==> src/rtl/dice_game_pkg.sv <==
// Shared types and constants for the two-player dice game turn sequencer.
package dice_game_pkg;

    // Encoded game FSM states; the encoding is exported on game_state.
    typedef enum logic [1:0] {
        S_IDLE    = 2'd0,
        S_TURN    = 2'd1,
        S_ROLLING = 2'd2,
        S_WIN     = 2'd3
    } game_state_t;

    // Winner encoding
    localparam logic [1:0] WIN_NONE = 2'b00;
    localparam logic [1:0] WIN_P1   = 2'b01;
    localparam logic [1:0] WIN_P2   = 2'b10;

    localparam logic [6:0] SCORE_MAX      = 7'd127;
    localparam logic [6:0] DEFAULT_TARGET = 7'd100;

    // 7-bit add through an 8-bit intermediate, clamped at SCORE_MAX.
    function automatic logic [6:0] sat_add(input logic [6:0] a, input logic [6:0] b);
        logic [7:0] sum;
        sum = {1'b0, a} + {1'b0, b};
        return (sum > {1'b0, SCORE_MAX}) ? SCORE_MAX : sum[6:0];
    endfunction

    // Next die face in the 1..6 cycle.
    function automatic logic [2:0] next_face(input logic [2:0] face);
        return (face == 3'd6) ? 3'd1 : face + 3'd1;
    endfunction

endpackage

==> src/rtl/dice_turn_sequencer_btn_debounce.sv <==
// Button conditioner: 2-flop synchronizer, stable-sample counter, debounced
// level and a one-cycle release pulse. After reset the button is treated as
// pressed and disarmed, so a button held through reset must be released
// (silently) before it can produce any edge.
module btn_debounce #(
    parameter int DEBOUNCE_CYCLES = 500000
) (
    input  logic CLK,
    input  logic RESET,
    input  logic i_btn,
    output logic o_level,
    output logic o_release
);
    import dice_game_pkg::*;

    localparam int CW = $clog2(DEBOUNCE_CYCLES + 1);
    localparam logic [CW-1:0] CNT_LAST = CW'(DEBOUNCE_CYCLES - 1);

    logic          r_sync0;
    logic          r_sync1;
    logic          r_level;
    logic          r_armed;
    logic          r_release;
    logic [CW-1:0] r_cnt;

    // Bring the raw asynchronous button into the CLK domain.
    always_ff @(posedge CLK) begin
        if (RESET) begin
            r_sync0 <= 1'b0;
            r_sync1 <= 1'b0;
        end else begin
            r_sync0 <= i_btn;
            r_sync1 <= r_sync0;
        end
    end

    // Accept a new level only after DEBOUNCE_CYCLES consecutive differing samples.
    always_ff @(posedge CLK) begin
        if (RESET) begin
            r_level   <= 1'b1;
            r_armed   <= 1'b0;
            r_release <= 1'b0;
            r_cnt     <= '0;
        end else begin
            r_release <= 1'b0;
            if (r_sync1 == r_level) begin
                r_cnt <= '0;
            end else if (r_cnt == CNT_LAST) begin
                r_cnt   <= '0;
                r_level <= r_sync1;
                if (!r_sync1) begin
                    r_armed   <= 1'b1;
                    r_release <= r_armed;
                end
            end else begin
                r_cnt <= r_cnt + CW'(1);
            end
        end
    end

    assign o_level   = r_level & r_armed;
    assign o_release = r_release;

endmodule

==> src/rtl/dice_turn_sequencer.sv <==
// Two-player dice game turn controller: debounced buttons, free-spinning die,
// turn-sum / score banking with saturation, turn hand-over and win detection.
// Optional feature macro: WIN_BLINK_EN (blink the winner LED in S_WIN).
module dice_turn_sequencer #(
    parameter int DEBOUNCE_CYCLES = 500000,
    parameter int TICK_DIV        = 500000,
    parameter int BLINK_DIV       = 25000000
) (
    input  logic       CLK,
    input  logic       RESET,
    input  logic       NEW_GAME,
    input  logic       ROLL,
    input  logic       HOLD,
    input  logic [6:0] target,
    output logic [2:0] dice,
    output logic [6:0] turn_sum,
    output logic [6:0] score1,
    output logic [6:0] score2,
    output logic       p1_led,
    output logic       p2_led,
    output logic [1:0] winner,
    output logic [1:0] game_state
);
    import dice_game_pkg::*;

    localparam int TW = $clog2(TICK_DIV + 1);
    localparam logic [TW-1:0] TICK_LAST = TW'(TICK_DIV - 1);

    logic w_new_level, w_new_rel;
    logic w_roll_level, w_roll_rel;
    logic w_hold_level, w_hold_rel;
    logic w_roll_rise;
    logic [6:0] w_bank;

    game_state_t   r_state,    w_state_next;
    logic [2:0]    r_dice,     w_dice_next;
    logic [6:0]    r_turn_sum, w_turn_sum_next;
    logic [6:0]    r_score1,   w_score1_next;
    logic [6:0]    r_score2,   w_score2_next;
    logic [1:0]    r_winner,   w_winner_next;
    logic          r_active,   w_active_next;   // 0 = P1, 1 = P2
    logic [6:0]    r_target,   w_target_next;
    logic [TW-1:0] r_tick_cnt, w_tick_next;
    logic          r_p1_led,   w_p1_led_next;
    logic          r_p2_led,   w_p2_led_next;
    logic          r_roll_level_d;
    logic          w_win_blink_on;

    btn_debounce #(.DEBOUNCE_CYCLES(DEBOUNCE_CYCLES)) u_new_db (
        .CLK(CLK), .RESET(RESET), .i_btn(NEW_GAME),
        .o_level(w_new_level), .o_release(w_new_rel)
    );
    btn_debounce #(.DEBOUNCE_CYCLES(DEBOUNCE_CYCLES)) u_roll_db (
        .CLK(CLK), .RESET(RESET), .i_btn(ROLL),
        .o_level(w_roll_level), .o_release(w_roll_rel)
    );
    btn_debounce #(.DEBOUNCE_CYCLES(DEBOUNCE_CYCLES)) u_hold_db (
        .CLK(CLK), .RESET(RESET), .i_btn(HOLD),
        .o_level(w_hold_level), .o_release(w_hold_rel)
    );

    // A roll starts on the debounced ROLL press, and only while NEW_GAME and
    // HOLD are idle, so the higher-priority buttons always win a tie.
    assign w_roll_rise = w_roll_level & ~r_roll_level_d & ~w_new_level & ~w_hold_level;

    // Active player's score with the current turn banked into it.
    assign w_bank = sat_add(r_active ? r_score2 : r_score1, r_turn_sum);

    // Track the previous debounced ROLL level for edge detection.
    always_ff @(posedge CLK) begin
        if (RESET) r_roll_level_d <= 1'b0;
        else       r_roll_level_d <= w_roll_level;
    end

    // Next-state and datapath decisions; NEW_GAME > HOLD > ROLL.
    always_comb begin
        w_state_next    = r_state;
        w_dice_next     = r_dice;
        w_turn_sum_next = r_turn_sum;
        w_score1_next   = r_score1;
        w_score2_next   = r_score2;
        w_winner_next   = r_winner;
        w_active_next   = r_active;
        w_target_next   = r_target;
        w_tick_next     = r_tick_cnt;
        if (w_new_rel) begin
            w_state_next    = S_TURN;
            w_dice_next     = 3'd0;
            w_turn_sum_next = 7'd0;
            w_score1_next   = 7'd0;
            w_score2_next   = 7'd0;
            w_winner_next   = WIN_NONE;
            w_tick_next     = '0;
            w_target_next   = (target == 7'd0) ? DEFAULT_TARGET : target;
            // Loser of a finished game starts; otherwise P1 starts.
            w_active_next   = (r_state == S_WIN) && (r_winner == WIN_P1);
        end else begin
            case (r_state)
                S_TURN: begin
                    if (w_hold_rel) begin
                        if (r_active) w_score2_next = w_bank;
                        else          w_score1_next = w_bank;
                        w_turn_sum_next = 7'd0;
                        if (w_bank >= r_target) begin
                            w_state_next  = S_WIN;
                            w_winner_next = r_active ? WIN_P2 : WIN_P1;
                        end else begin
                            w_active_next = ~r_active;
                        end
                    end else if (w_roll_rise) begin
                        w_state_next = S_ROLLING;
                        w_dice_next  = 3'd1;
                        w_tick_next  = '0;
                    end
                end
                S_ROLLING: begin
                    if (w_roll_rel) begin
                        w_state_next = S_TURN;
                        if (r_dice == 3'd1) begin
                            w_turn_sum_next = 7'd0;
                            w_active_next   = ~r_active;
                        end else begin
                            w_turn_sum_next = sat_add(r_turn_sum, {4'd0, r_dice});
                        end
                    end else if (w_roll_level) begin
                        if (r_tick_cnt == TICK_LAST) begin
                            w_tick_next = '0;
                            w_dice_next = next_face(r_dice);
                        end else begin
                            w_tick_next = r_tick_cnt + TW'(1);
                        end
                    end
                end
                default: ;
            endcase
        end
    end

`ifdef WIN_BLINK_EN
    localparam int BW = $clog2(BLINK_DIV + 1);
    localparam logic [BW-1:0] BLINK_LAST = BW'(BLINK_DIV - 1);

    logic [BW-1:0] r_blink_cnt, w_blink_cnt_next;
    logic          r_blink_phase, w_blink_phase_next;

    // Blink divider: restarts (LED on) on entry to S_WIN, toggles every BLINK_DIV.
    always_comb begin
        w_blink_cnt_next   = r_blink_cnt;
        w_blink_phase_next = r_blink_phase;
        if (w_state_next == S_WIN) begin
            if (r_state != S_WIN) begin
                w_blink_cnt_next   = '0;
                w_blink_phase_next = 1'b1;
            end else if (r_blink_cnt == BLINK_LAST) begin
                w_blink_cnt_next   = '0;
                w_blink_phase_next = ~r_blink_phase;
            end else begin
                w_blink_cnt_next = r_blink_cnt + BW'(1);
            end
        end
    end

    // Blink divider registers.
    always_ff @(posedge CLK) begin
        if (RESET) begin
            r_blink_cnt   <= '0;
            r_blink_phase <= 1'b0;
        end else begin
            r_blink_cnt   <= w_blink_cnt_next;
            r_blink_phase <= w_blink_phase_next;
        end
    end

    assign w_win_blink_on = w_blink_phase_next;
`else
    assign w_win_blink_on = 1'b1;
`endif

    // LED selection: active player normally, winner (steady or blinking) in S_WIN.
    always_comb begin
        w_p1_led_next = ~w_active_next;
        w_p2_led_next = w_active_next;
        if (w_state_next == S_WIN) begin
            w_p1_led_next = (w_winner_next == WIN_P1) & w_win_blink_on;
            w_p2_led_next = (w_winner_next == WIN_P2) & w_win_blink_on;
        end
    end

    // Game state and datapath registers.
    always_ff @(posedge CLK) begin
        if (RESET) begin
            r_state    <= S_IDLE;
            r_dice     <= 3'd0;
            r_turn_sum <= 7'd0;
            r_score1   <= 7'd0;
            r_score2   <= 7'd0;
            r_winner   <= WIN_NONE;
            r_active   <= 1'b0;
            r_target   <= DEFAULT_TARGET;
            r_tick_cnt <= '0;
            r_p1_led   <= 1'b1;
            r_p2_led   <= 1'b0;
        end else begin
            r_state    <= w_state_next;
            r_dice     <= w_dice_next;
            r_turn_sum <= w_turn_sum_next;
            r_score1   <= w_score1_next;
            r_score2   <= w_score2_next;
            r_winner   <= w_winner_next;
            r_active   <= w_active_next;
            r_target   <= w_target_next;
            r_tick_cnt <= w_tick_next;
            r_p1_led   <= w_p1_led_next;
            r_p2_led   <= w_p2_led_next;
        end
    end

    assign game_state = r_state;
    assign dice       = r_dice;
    assign turn_sum   = r_turn_sum;
    assign score1     = r_score1;
    assign score2     = r_score2;
    assign winner     = r_winner;
    assign p1_led     = r_p1_led;
    assign p2_led     = r_p2_led;

endmodule
==> config.mk <==
export PLATFORM = sky130hd
export DESIGN_NAME = dice_turn_sequencer
export DESIGN_NICKNAME = d
export VERILOG_FILES = /design/src/rtl/dice_game_pkg.sv /design/src/rtl/dice_turn_sequencer_btn_debounce.sv /design/src/rtl/dice_turn_sequencer.sv
export SDC_FILE = /design/constraint.sdc
export NUM_CORES = 1
export LEC_CHECK = 0
export BUFFER_PORTS_ARGS = -buffer_cell sky130_fd_sc_hd__buf_2
export CAP_MARGIN = 10
export CORE_MARGIN = 8
export CORE_UTILIZATION = 50
export DETAILED_ROUTE_END_ITERATION = 10
export HOLD_SLACK_MARGIN = 0.02
export PLACE_DENSITY = 0.78
export SKIP_LAST_GASP = 1
export SYNTH_ARGS = -nofsm -noshare
export SYNTH_HDL_FRONTEND = slang
export SYNTH_SLANG_ARGS = --single-unit
==> constraint.sdc <==
create_clock -name CLK -period 4.9 [get_ports CLK]
set_input_delay 0.98 -clock CLK [delete_from_list [all_inputs] [get_ports CLK]]
set_output_delay 0.98 -clock CLK [all_outputs]
set_load 0.1 [all_outputs]
==> results.sh, run 1 <==
export IMPL_status="complete, no violations"
export IMPL_finalMaxSlewViolations=0
export IMPL_yosysSeqAreaShare_pct=41.8
export IMPL_max_freq_mhz=222
export IMPL_layout_setup_ws_ns=0.395
export IMPL_finish_utilization_pct=58.6
export IMPL_syn_avg_cell_area_um2=8.71
export IMPL_cts_resized=0
export IMPL_finalHoldViolCount=0
export IMPL_antennaDiodeCount=0
export IMPL_num_rows=40
export IMPL_yosysWarnings=0
export IMPL_cp_max_fo=17
export IMPL_tightest_slew_ns=0.889
export IMPL_r2r_setup_slack_ns=0.40
export IMPL_place_gp_congestion=0.825
export IMPL_holdPathStages=1
export IMPL_syn_num_nets=756
export IMPL_hold_end="u_hold_db.r_sync1"
export IMPL_power_w=0.00230
export IMPL_setup_tns_ns=0
export IMPL_drc=0
export IMPL_r2r_start="r_active"
export IMPL_synth_edff_count=0
export IMPL_rsz0062_at_grt="false"
export IMPL_final_common_cell="dfxtp_1"
export IMPL_grt_usage_pct=16.3
export IMPL_layout_nets=794
export IMPL_critical_path_required_ns=5.23
export IMPL_worstSetupPathType="reg2reg"
export IMPL_grt_pass1_vias=4876
export IMPL_fin_crit_ns=4.50
export IMPL_clock_skew_ns=0.00814
export IMPL_ys_flop_type="dfxtp_1"
export IMPL_fp_dieW_um=128
export IMPL_syn2layout_area_growth_pct=13.5
export IMPL_clkPwrFrac_pct=51.5
export IMPL_place_ws_ns=0.341
export IMPL_p_comb_share_pct=1.9
export IMPL_most_common_layout_cells="129 x dfxtp_1, 118 x nor2_1, 50 x xor2_1"
export IMPL_min_from="u_hold_db.r_sync0"
export IMPL_max_stage_delay_ns=0.55
export IMPL_grt_max_degree=30
export IMPL_clockRootBuffer="clkbuf_16"
export IMPL_reg2reg_depth=15
export IMPL_wire_per_inst_um=14.1
export IMPL_drt_first_pass_iters=5
export IMPL_cts_made_buffers=17
export IMPL_drv_cap=0
export IMPL_grt_pass1_wl_um=22000
export IMPL_power_density_nw_per_um2=325
export IMPL_synth_seq_cells=130
export IMPL_critical_path_cell_chain="mux2_2 -> ha_1 -> a21oi_1 -> nor2_1 -> nor3_1 -> o21ai_0 -> nor2_1 -> inv_1 -> ha_1 -> a21o_1 -> a31oi_1 -> o21ai_0 -> nor2b_1 -> mux2_2 -> a22oi_1"
export IMPL_hold_class="reg2reg"
export IMPL_portBuffers=41
export IMPL_dr_total_vias=5100
export IMPL_pwr_share_seq_pct=46.7
export IMPL_p_sw_w=0.000497
export IMPL_die_area_um2=16300
export IMPL_dieHeight_um=128
export IMPL_cp_arrival_ns=4.83
export IMPL_cts_sinks=130
export IMPL_overflow=0
export IMPL_drtAntennaViolNets=0
export IMPL_synth_cell_types=59
export IMPL_htreeDepth=4
export IMPL_dp_hpwl_um=9640
export IMPL_routed_via_density=5.46
export IMPL_cts_buffer_depth=2
export IMPL_power_internal_w=0.00180
export IMPL_async_flop_share_pct=0
export IMPL_finalSetupViolations=0
export IMPL_drt_wl_total_um=13200
export IMPL_slowest_stage="dfxtp_2"
export IMPL_end_kind="flip-flop"
export IMPL_whs_ns=0.434
export IMPL_synthesis_area_um2=6220
export IMPL_p_leak_nw=2.78
export IMPL_antenna_found_initial=0
export IMPL_cts_setup_buffers=0
export IMPL_sw_frac_of_total_pct=21.6
export IMPL_core_um2=12100
export IMPL_finalCritPeriodShare_pct=91.9
export IMPL_start_util_pct=51.6
export IMPL_peakVddDrop_uv=241
export IMPL_cts_tree="done"
export IMPL_drive_gt1_share_pct=12.3
export IMPL_postCtsHoldBufs=0
export IMPL_synthCells=715
export IMPL_drtIter0Drc=281
export IMPL_max_slew_margin_pct=40.5
export IMPL_startpoint_type="flip-flop"
export IMPL_crit_start="r_active"
export IMPL_clk_pin_slew_ns=0.06
export IMPL_io_pins=42
export IMPL_worst_r2r_endpoint="p1_led"
export IMPL_clk_latency_ns=0.41
[state kept, by name (all words and copies together) (netlist names), 2 cells and up]
signal and cells:
winner 2, game_state 2, u_new_db.r_cnt 19, u_roll_db.r_cnt 19, turn_sum 7, r_tick_cnt 19
score1 7, r_target 7, u_hold_db.r_cnt 19, dice 3, score2 7
[metal layers]
layer  up-vias  share of wire (%)  global-route usage (%)
li1       2536                  -                       -
met1      2446                 44                    18.8
met2       104                 50                    29.0
met3        14                4.7                    4.41
met4         0               0.92                    4.69
met5         -                  0                       0
[power by group through the flow]
stage / logic [W] / registers [W] / clock network, W
2_1_floorplan: 0.0000368 / 0.00109 / 0
3_3_place_gp: 0.0000404 / 0.00109 / 0
3_5_place_dp: 0.0000429 / 0.00110 / 0
4_1_cts: 0.0000431 / 0.00107 / 0.00120
5_1_grt: 0.0000484 / 0.00107 / 0.00125
6_report: 0.0000426 / 0.00107 / 0.00118
[cells by family (layout without fill, tap and decap cells)]
logic type / Yosys count / after routing / synth area share, %
xor+xnor: 72 / 72 / 10.1
fa+ha+maj: 29 / 29 / 6.07
mux: 21 / 21 / 3.54
flops: 130 / 130 / 41.8
compound gates: 94 / 94 / 9.55
buf+inv: 58 / 109 / 4.42
simple gates: 311 / 311 / 24.5
[area by class of cell]
cell class                 instances  area [um^2]
clock buffer                      19          453
clock inverter                    13          110
fill                            1050         4990
inverter                          35          131
multi-input combinational        527         3350
sequential                       130         2600
tap                              168          210
timing repair buffer              42          213
[cell usage after synthesis, types with 3 or more instances]
cell type | number | share of area [%]
a211oi_1 | 4 | 0.48
ha_1 | 27 | 5.4
nor4_1 | 10 | 1.0
xor2_1 | 50 | 7.0
nand2b_1 | 5 | 0.50
nand2_1 | 46 | 2.8
clkbuf_1 | 13 | 0.78
dfxtp_1 | 130 | 42
mux2_2 | 8 | 1.4
and4_1 | 4 | 0.56
o31ai_1 | 3 | 0.36
nor2_1 | 118 | 7.1
or3_1 | 5 | 0.50
xnor2_1 | 22 | 3.1
nand4_1 | 20 | 2.0
nor3_1 | 16 | 1.3
a21o_1 | 6 | 0.72
o21ai_0 | 25 | 2.0
o22ai_1 | 3 | 0.30
and3_1 | 15 | 1.5
buf_4 | 4 | 0.48
inv_1 | 35 | 2.1
nand3_1 | 38 | 3.1
mux2i_1 | 13 | 2.1
nor2b_1 | 13 | 1.3
nor4b_1 | 4 | 0.56
a21oi_1 | 33 | 2.7
[worst max-delay path, delay by kind of cell, from the launching register on]
family	cells	cell delay, ns
flops	1	0.55
fa+ha+maj	2	0.58
mux	2	0.80
buf+inv	1	0.07
simple gates	4	1.09
compound gates	6	1.33
[metrics by stage]
| stage | std cells | area [um^2] |
|---|---|---|
| after floorplan | 715 | 6220 |
| after global placement | 902 | 6500 |
| after detailed placement | 902 | 6500 |
| after CTS | 934 | 7070 |
| after global routing | 934 | 7070 |
| final | 934 | 7070 |
[worst max-delay path by stage]
| stage | end | slack [ns] |
|---|---|---|
| floorplan | p1_led | 0.74 |
| finish | p1_led | 0.40 |
| detailed placement | p1_led | 0.34 |
| global route | p1_led | 0.11 |
| CTS | p1_led | 0.27 |
| global placement | p1_led | 0.49 |
Note: power is estimated with default switching activity, not from simulation.
==> run 2: changes to the inputs <==
--- a/config.mk
+++ b/config.mk
@@ -5,6 +5,7 @@
 export SDC_FILE = /design/constraint.sdc
 export NUM_CORES = 1
 export LEC_CHECK = 0
+export ABC_AREA = 1
 export BUFFER_PORTS_ARGS = -buffer_cell sky130_fd_sc_hd__buf_2
 export CAP_MARGIN = 10
 export CORE_MARGIN = 8
==> results.sh, run 2 <==
export IMPL_status="complete, no violations"
export IMPL_place_gp_congestion=0.863
export IMPL_grt_pass1_wl_um=22500
export IMPL_clk_pin_slew_ns=0.06
export IMPL_dr_total_vias=5615
export IMPL_startpoint_type="flip-flop"
export IMPL_peakVddDrop_uv=305
export IMPL_clock_skew_ns=0.00696
export IMPL_tightest_slew_ns=0.831
export IMPL_cp_max_fo=16
export IMPL_drv_cap=0
export IMPL_post_dp_cell_area_um2=6690
export IMPL_antennaDiodeCount=0
export IMPL_post_synth_top_count_cell="nand2_1"
export IMPL_synth_seq_cells=130
export IMPL_grt_pass1_vias=5200
export IMPL_hold_class="reg2reg"
export IMPL_fp_dieW_um=128
export IMPL_portBuffers=41
export IMPL_drtAntennaViolNets=0
export IMPL_final_common_cell="nand2_1"
export IMPL_synth_top_cell_area_share_pct=41.2
export IMPL_start_util_pct=50.7
export IMPL_fillCellCount=1109
export IMPL_reg2reg_depth=26
export IMPL_finish_utilization_pct=58.5
export IMPL_grt_usage_pct=16.7
export IMPL_power_density_nw_per_um2=327
export IMPL_drive_gt1_share_pct=9.71
export IMPL_stdcell_count=1099
export IMPL_synthCells=866
export IMPL_die_area_um2=16500
export IMPL_worstSetupPathType="reg2reg"
export IMPL_ys_flop_type="dfxtp_1"
export IMPL_drt_first_pass_iters=6
export IMPL_yosysWarnings=0
export IMPL_fin_crit_ns=3.89
export IMPL_netlist_top_cell_by_area="dfxtp_1"
export IMPL_async_flop_share_pct=0
export IMPL_rsz0062_at_grt="false"
export IMPL_num_rows=41
export IMPL_drc=0
export IMPL_final_area_um2=7290
export IMPL_cts_buffer_depth=2
export IMPL_dp_hpwl_um=9310
export IMPL_syn2layout_area_growth_pct=15.4
export IMPL_drtIter0Drc=374
export IMPL_syn_avg_cell_area_um2=7.30
export IMPL_overflow=0
export IMPL_p_leak_nw=3.16
export IMPL_cp_arrival_ns=4.24
export IMPL_cts_sinks=130
export IMPL_finalSetupViolations=0
export IMPL_critical_path_required_ns=5.25
export IMPL_max_slew_margin_pct=44.4
export IMPL_synth_cell_types=45
export IMPL_cts_resized=0
export IMPL_core_um2=12500
export IMPL_htreeDepth=4
export IMPL_wire_per_inst_um=11.7
export IMPL_routed_via_density=5.11
export IMPL_setup_tns_ns=0
export IMPL_clk_latency_ns=0.42
export IMPL_cts_made_buffers=17
export IMPL_holdPathStages=2
export IMPL_io_pins=42
export IMPL_antenna_found_initial=0
export IMPL_most_common_layout_cells="155 x nand2_1, 130 x dfxtp_1, 129 x inv_1"
export IMPL_cts_tree="done"
export IMPL_end_kind="flip-flop"
export IMPL_postCtsHoldBufs=0
export IMPL_dieHeight_um=128
export IMPL_finalHoldViolCount=0
export IMPL_layout_nets=955
export IMPL_yosys_top_cells_area="dfxtp_1 41%, nand2_1 9.2%, inv_1 7.7%"
export IMPL_finalMaxSlewViolations=0
export IMPL_synth_edff_count=0
export IMPL_synthesis_area_um2=6320
export IMPL_max_freq_mhz=257
export IMPL_syn_num_nets=907
export IMPL_yosysSeqAreaShare_pct=41.2
export IMPL_dp_cells=1067
export IMPL_power_w=0.00238
export IMPL_clockRootBuffer="clkbuf_16"
export IMPL_finalCritPeriodShare_pct=79.4
export IMPL_cts_setup_buffers=0
export IMPL_drt_wl_total_um=12900
export IMPL_grt_max_degree=24
export IMPL_synth_commonest_cells="155 x nand2_1, 130 x dfxtp_1, 129 x inv_1"
## run 2: report_power, final
group	switching, W	internal [W]
combinational	0.0000298	0.0000127
clock	0.000487	0.000786
sequential	0.00000405	0.00107
## run 2: final timing paths
kind	startpoint	to	slack (ns)
min	u_roll_db.r_sync0	u_roll_db.r_sync1	0.40
min reg2reg	u_roll_db.r_sync0	u_roll_db.r_sync1	0.40
max	r_active	p2_led	1.01
max reg2reg	r_active	p2_led	1.01
## run 2: stage by stage
step / hold slack (ns) / setup WS [ns]
global placement: 0.397 / 1.24
floorplan: 0.388 / 1.33
finish: 0.402 / 1.01
global route: 0.426 / 0.649
CTS: 0.402 / 1.03
detailed placement: 0.394 / 1.07
## run 2: metal layers
metal / track usage (%) / vias to the layer above / part of all wire (%)
met3: 5.05 / 20 / 5.4
met1: 19.8 / 2552 / 46
met4: 6.64 / 0 / 1.3
met5: 0 / - / 0
met2: 27.7 / 111 / 47
li1: - / 2932 / -
## run 2: worst max-delay path: stages (launching register included)
cell and delay, ns:
dfxtp_1 0.64, inv_1 0.22, nand2_1 0.11, nand2_1 0.06, ha_1 0.21, fa_1 0.41, nand3_1 0.11, nand2_1 0.06
nand2_1 0.08, nand2_1 0.05, a21oi_1 0.17, xor2_1 0.17, nand2_1 0.12, ha_1 0.30, nand2_1 0.09, inv_1 0.04
a21oi_1 0.21, nand2_1 0.14, nand2_1 0.10, nand2_1 0.05, nand2_1 0.05, nand2_1 0.04, nand2_1 0.07, nand2_1 0.08
nand2_1 0.09, nand2_1 0.05, a21oi_1 0.11
## run 2: layout make-up
class	instances	area [um^2]	area share [%]
Clock buffer	20	457	6.26
Clock inverter	12	145	1.99
Inverter	131	493	6.76
Multi-Input combinational cell	592	3170	43.4
Sequential cell	130	2600	35.7
Tap cell	172	215	2.95
Timing Repair Buffer	42	213	2.92
## run 2: cell families after synthesis
family,after synthesis,synth area share (%)
simple gates,392,27.4
fa+ha+maj,29,5.98
flops,130,41.2
compound gates,139,12.3
buf+inv,144,8.71
xor+xnor,32,4.43
==> run 3: changes to the inputs <==
==> constraint.sdc (replaced) <==
create_clock -name CLK -period 4 [get_ports CLK]
set_input_delay 0.8 -clock CLK [delete_from_list [all_inputs] [get_ports CLK]]
set_output_delay 0.8 -clock CLK [all_outputs]
set_load 0.1 [all_outputs]
==> results.sh, run 3 (synthesis gave the netlist of run 2 again) <==
export IMPL_status="complete, no violations"
export IMPL_setup_worst_path_end="p2_led"
export IMPL_grt_pass1_vias=5017
export IMPL_postCtsHoldBufs=0
export IMPL_most_common_layout_cells="155 x nand2_1, 130 x dfxtp_1, 129 x inv_1"
export IMPL_grt_usage_pct=16.4
export IMPL_cts_sinks=130
export IMPL_drive_gt1_share_pct=9.81
export IMPL_clockRootBuffer="clkbuf_16"
export IMPL_io_pins=42
export IMPL_finalMaxSlewViolations=0
export IMPL_dieHeight_um=128
export IMPL_power_w=0.00292
export IMPL_startpoint_type="flip-flop"
export IMPL_finalSetupViolations=0
export IMPL_hold_class="reg2reg"
export IMPL_r2r_start="r_active"
export IMPL_portBuffers=41
export IMPL_cts_tree="done"
export IMPL_dr_total_vias=5548
export IMPL_clk_pin_slew_ns=0.06
export IMPL_clk_latency_ns=0.42
export IMPL_tightest_slew_ns=0.797
export IMPL_cts_buffer_depth=2
export IMPL_worstSetupPathType="reg2reg"
export IMPL_r2r_setup_slack_ns=0.37
export IMPL_num_rows=41
export IMPL_grt_pass1_wl_um=22000
export IMPL_power_density_nw_per_um2=400
export IMPL_finalHoldViolCount=0
export IMPL_cts_setup_buffers=0
export IMPL_clock_skew_ns=0.00694
export IMPL_antenna_found_initial=0
export IMPL_drt_first_pass_iters=5
export IMPL_cts_resized=0
export IMPL_fp_dieW_um=128
export IMPL_cp_max_fo=6
export IMPL_cts_made_buffers=17
export IMPL_peakVddDrop_uv=282
export IMPL_end_kind="flip-flop"
export IMPL_max_slew_margin_pct=46.6
export IMPL_layout_nets=956
export IMPL_max_freq_mhz=276
export IMPL_cp_arrival_ns=3.97
export IMPL_multiInputGateArea_um2=3170
export IMPL_core_um2=12500
export IMPL_critical_path_required_ns=4.34
export IMPL_start_util_pct=50.7
export IMPL_reg2reg_depth=26
export IMPL_wire_per_inst_um=11.8
export IMPL_drc=0
export IMPL_setup_tns_ns=0
export IMPL_overflow=0
export IMPL_drt_wl_total_um=13000
export IMPL_drv_cap=0
export IMPL_place_gp_congestion=0.860
export IMPL_dp_hpwl_um=9160
export IMPL_crit_start="r_active"
export IMPL_worst_r2r_endpoint="p2_led"
export IMPL_fin_crit_ns=3.63
export IMPL_final_common_cell="nand2_1"
export IMPL_syn2layout_area_growth_pct=15.3
export IMPL_drtAntennaViolNets=0
export IMPL_fillCellCount=1115
export IMPL_rsz0062_at_grt="false"
export IMPL_finalCritPeriodShare_pct=90.7
export IMPL_htreeDepth=4
export IMPL_regArea_um2=2600
export IMPL_routed_via_density=5.04
export IMPL_p_leak_nw=3.17
export IMPL_die_area_um2=16500
export IMPL_antennaDiodeCount=0
export IMPL_min_from="u_roll_db.r_sync0"
export IMPL_grt_max_degree=24
export IMPL_drtIter0Drc=283
## run 3: cell count changes in the layout (fill, tap and decap cells not counted), sizes merged
cell      before  now
buf           42   43
clkinvlp       2    0
clkbuf        20   19
clkinv         4    6
inv          135  136
## run 3: layout make-up
type	count	share of cell area, %
clock buffer	19	6.08
clock inverter	13	2.04
inverter	131	6.76
multi-input combinational	592	43.5
sequential	130	35.7
tap	172	2.95
timing repair buffer	43	3.02
## run 3: metal layers
layer	wire length [um]	global-route usage [%]	vias to the layer above
li1	-	-	2933
met1	6090	19.4	2486
met2	6000	27.0	110
met3	670	5.59	19
met4	207	6.36	0
met5	0	0	-
## run 3: worst min-delay path by stage
| stage | cells after the start | slack (ns) | end |
|---|---|---|---|
| floorplan | 2 | 0.39 | u_hold_db.r_sync1 |
| global placement | 2 | 0.39 | u_roll_db.r_sync1 |
| detailed placement | 2 | 0.40 | u_roll_db.r_sync1 |
| CTS | 2 | 0.40 | u_roll_db.r_sync1 |
| global route | 2 | 0.43 | u_roll_db.r_sync1 |
| finish | 2 | 0.40 | u_roll_db.r_sync1 |
## run 3: worst max-delay path, stage by stage, from the launching register on
cell and delay (ns):
dfxtp_1 0.42, inv_1 0.14, nand2_1 0.08, nand2_1 0.05
ha_1 0.21, fa_1 0.41, nand3_1 0.11, nand2_1 0.06
nand2_1 0.07, nand2_1 0.06, a21oi_1 0.14, xor2_1 0.16
nand2_1 0.11, ha_1 0.30, nand2_1 0.09, inv_1 0.04
a21oi_1 0.22, nand2_1 0.14, nand2_1 0.10, nand2_1 0.05
nand2_1 0.05, nand2_1 0.04, nand2_1 0.07, nand2_1 0.09
nand2_1 0.09, nand2_1 0.05, a21oi_1 0.18
## run 3: metrics by stage
| step | hold slack (ns) | worst slack (ns) | utilization (%) | cells | cell area, um^2 |
|---|---|---|---|---|---|
| global placement | 0.395 | 0.588 | 53.7 | 1068 | 6700 |
| finish | 0.404 | 0.373 | 58.5 | 1100 | 7290 |
| global route | 0.426 | 0.0171 | 58.5 | 1100 | 7290 |
| detailed placement | 0.396 | 0.460 | 53.7 | 1068 | 6700 |
| CTS | 0.404 | 0.382 | 58.5 | 1100 | 7290 |
| floorplan | 0.388 | 0.428 | - | 866 | 6320 |
## run 3: power breakdown
part	internal (W)	switching, W	leakage (nW)
logic	0.0000155	0.0000367	1.83
clock network	0.000945	0.000612	0.293
registers	0.00130	0.00000496	1.05
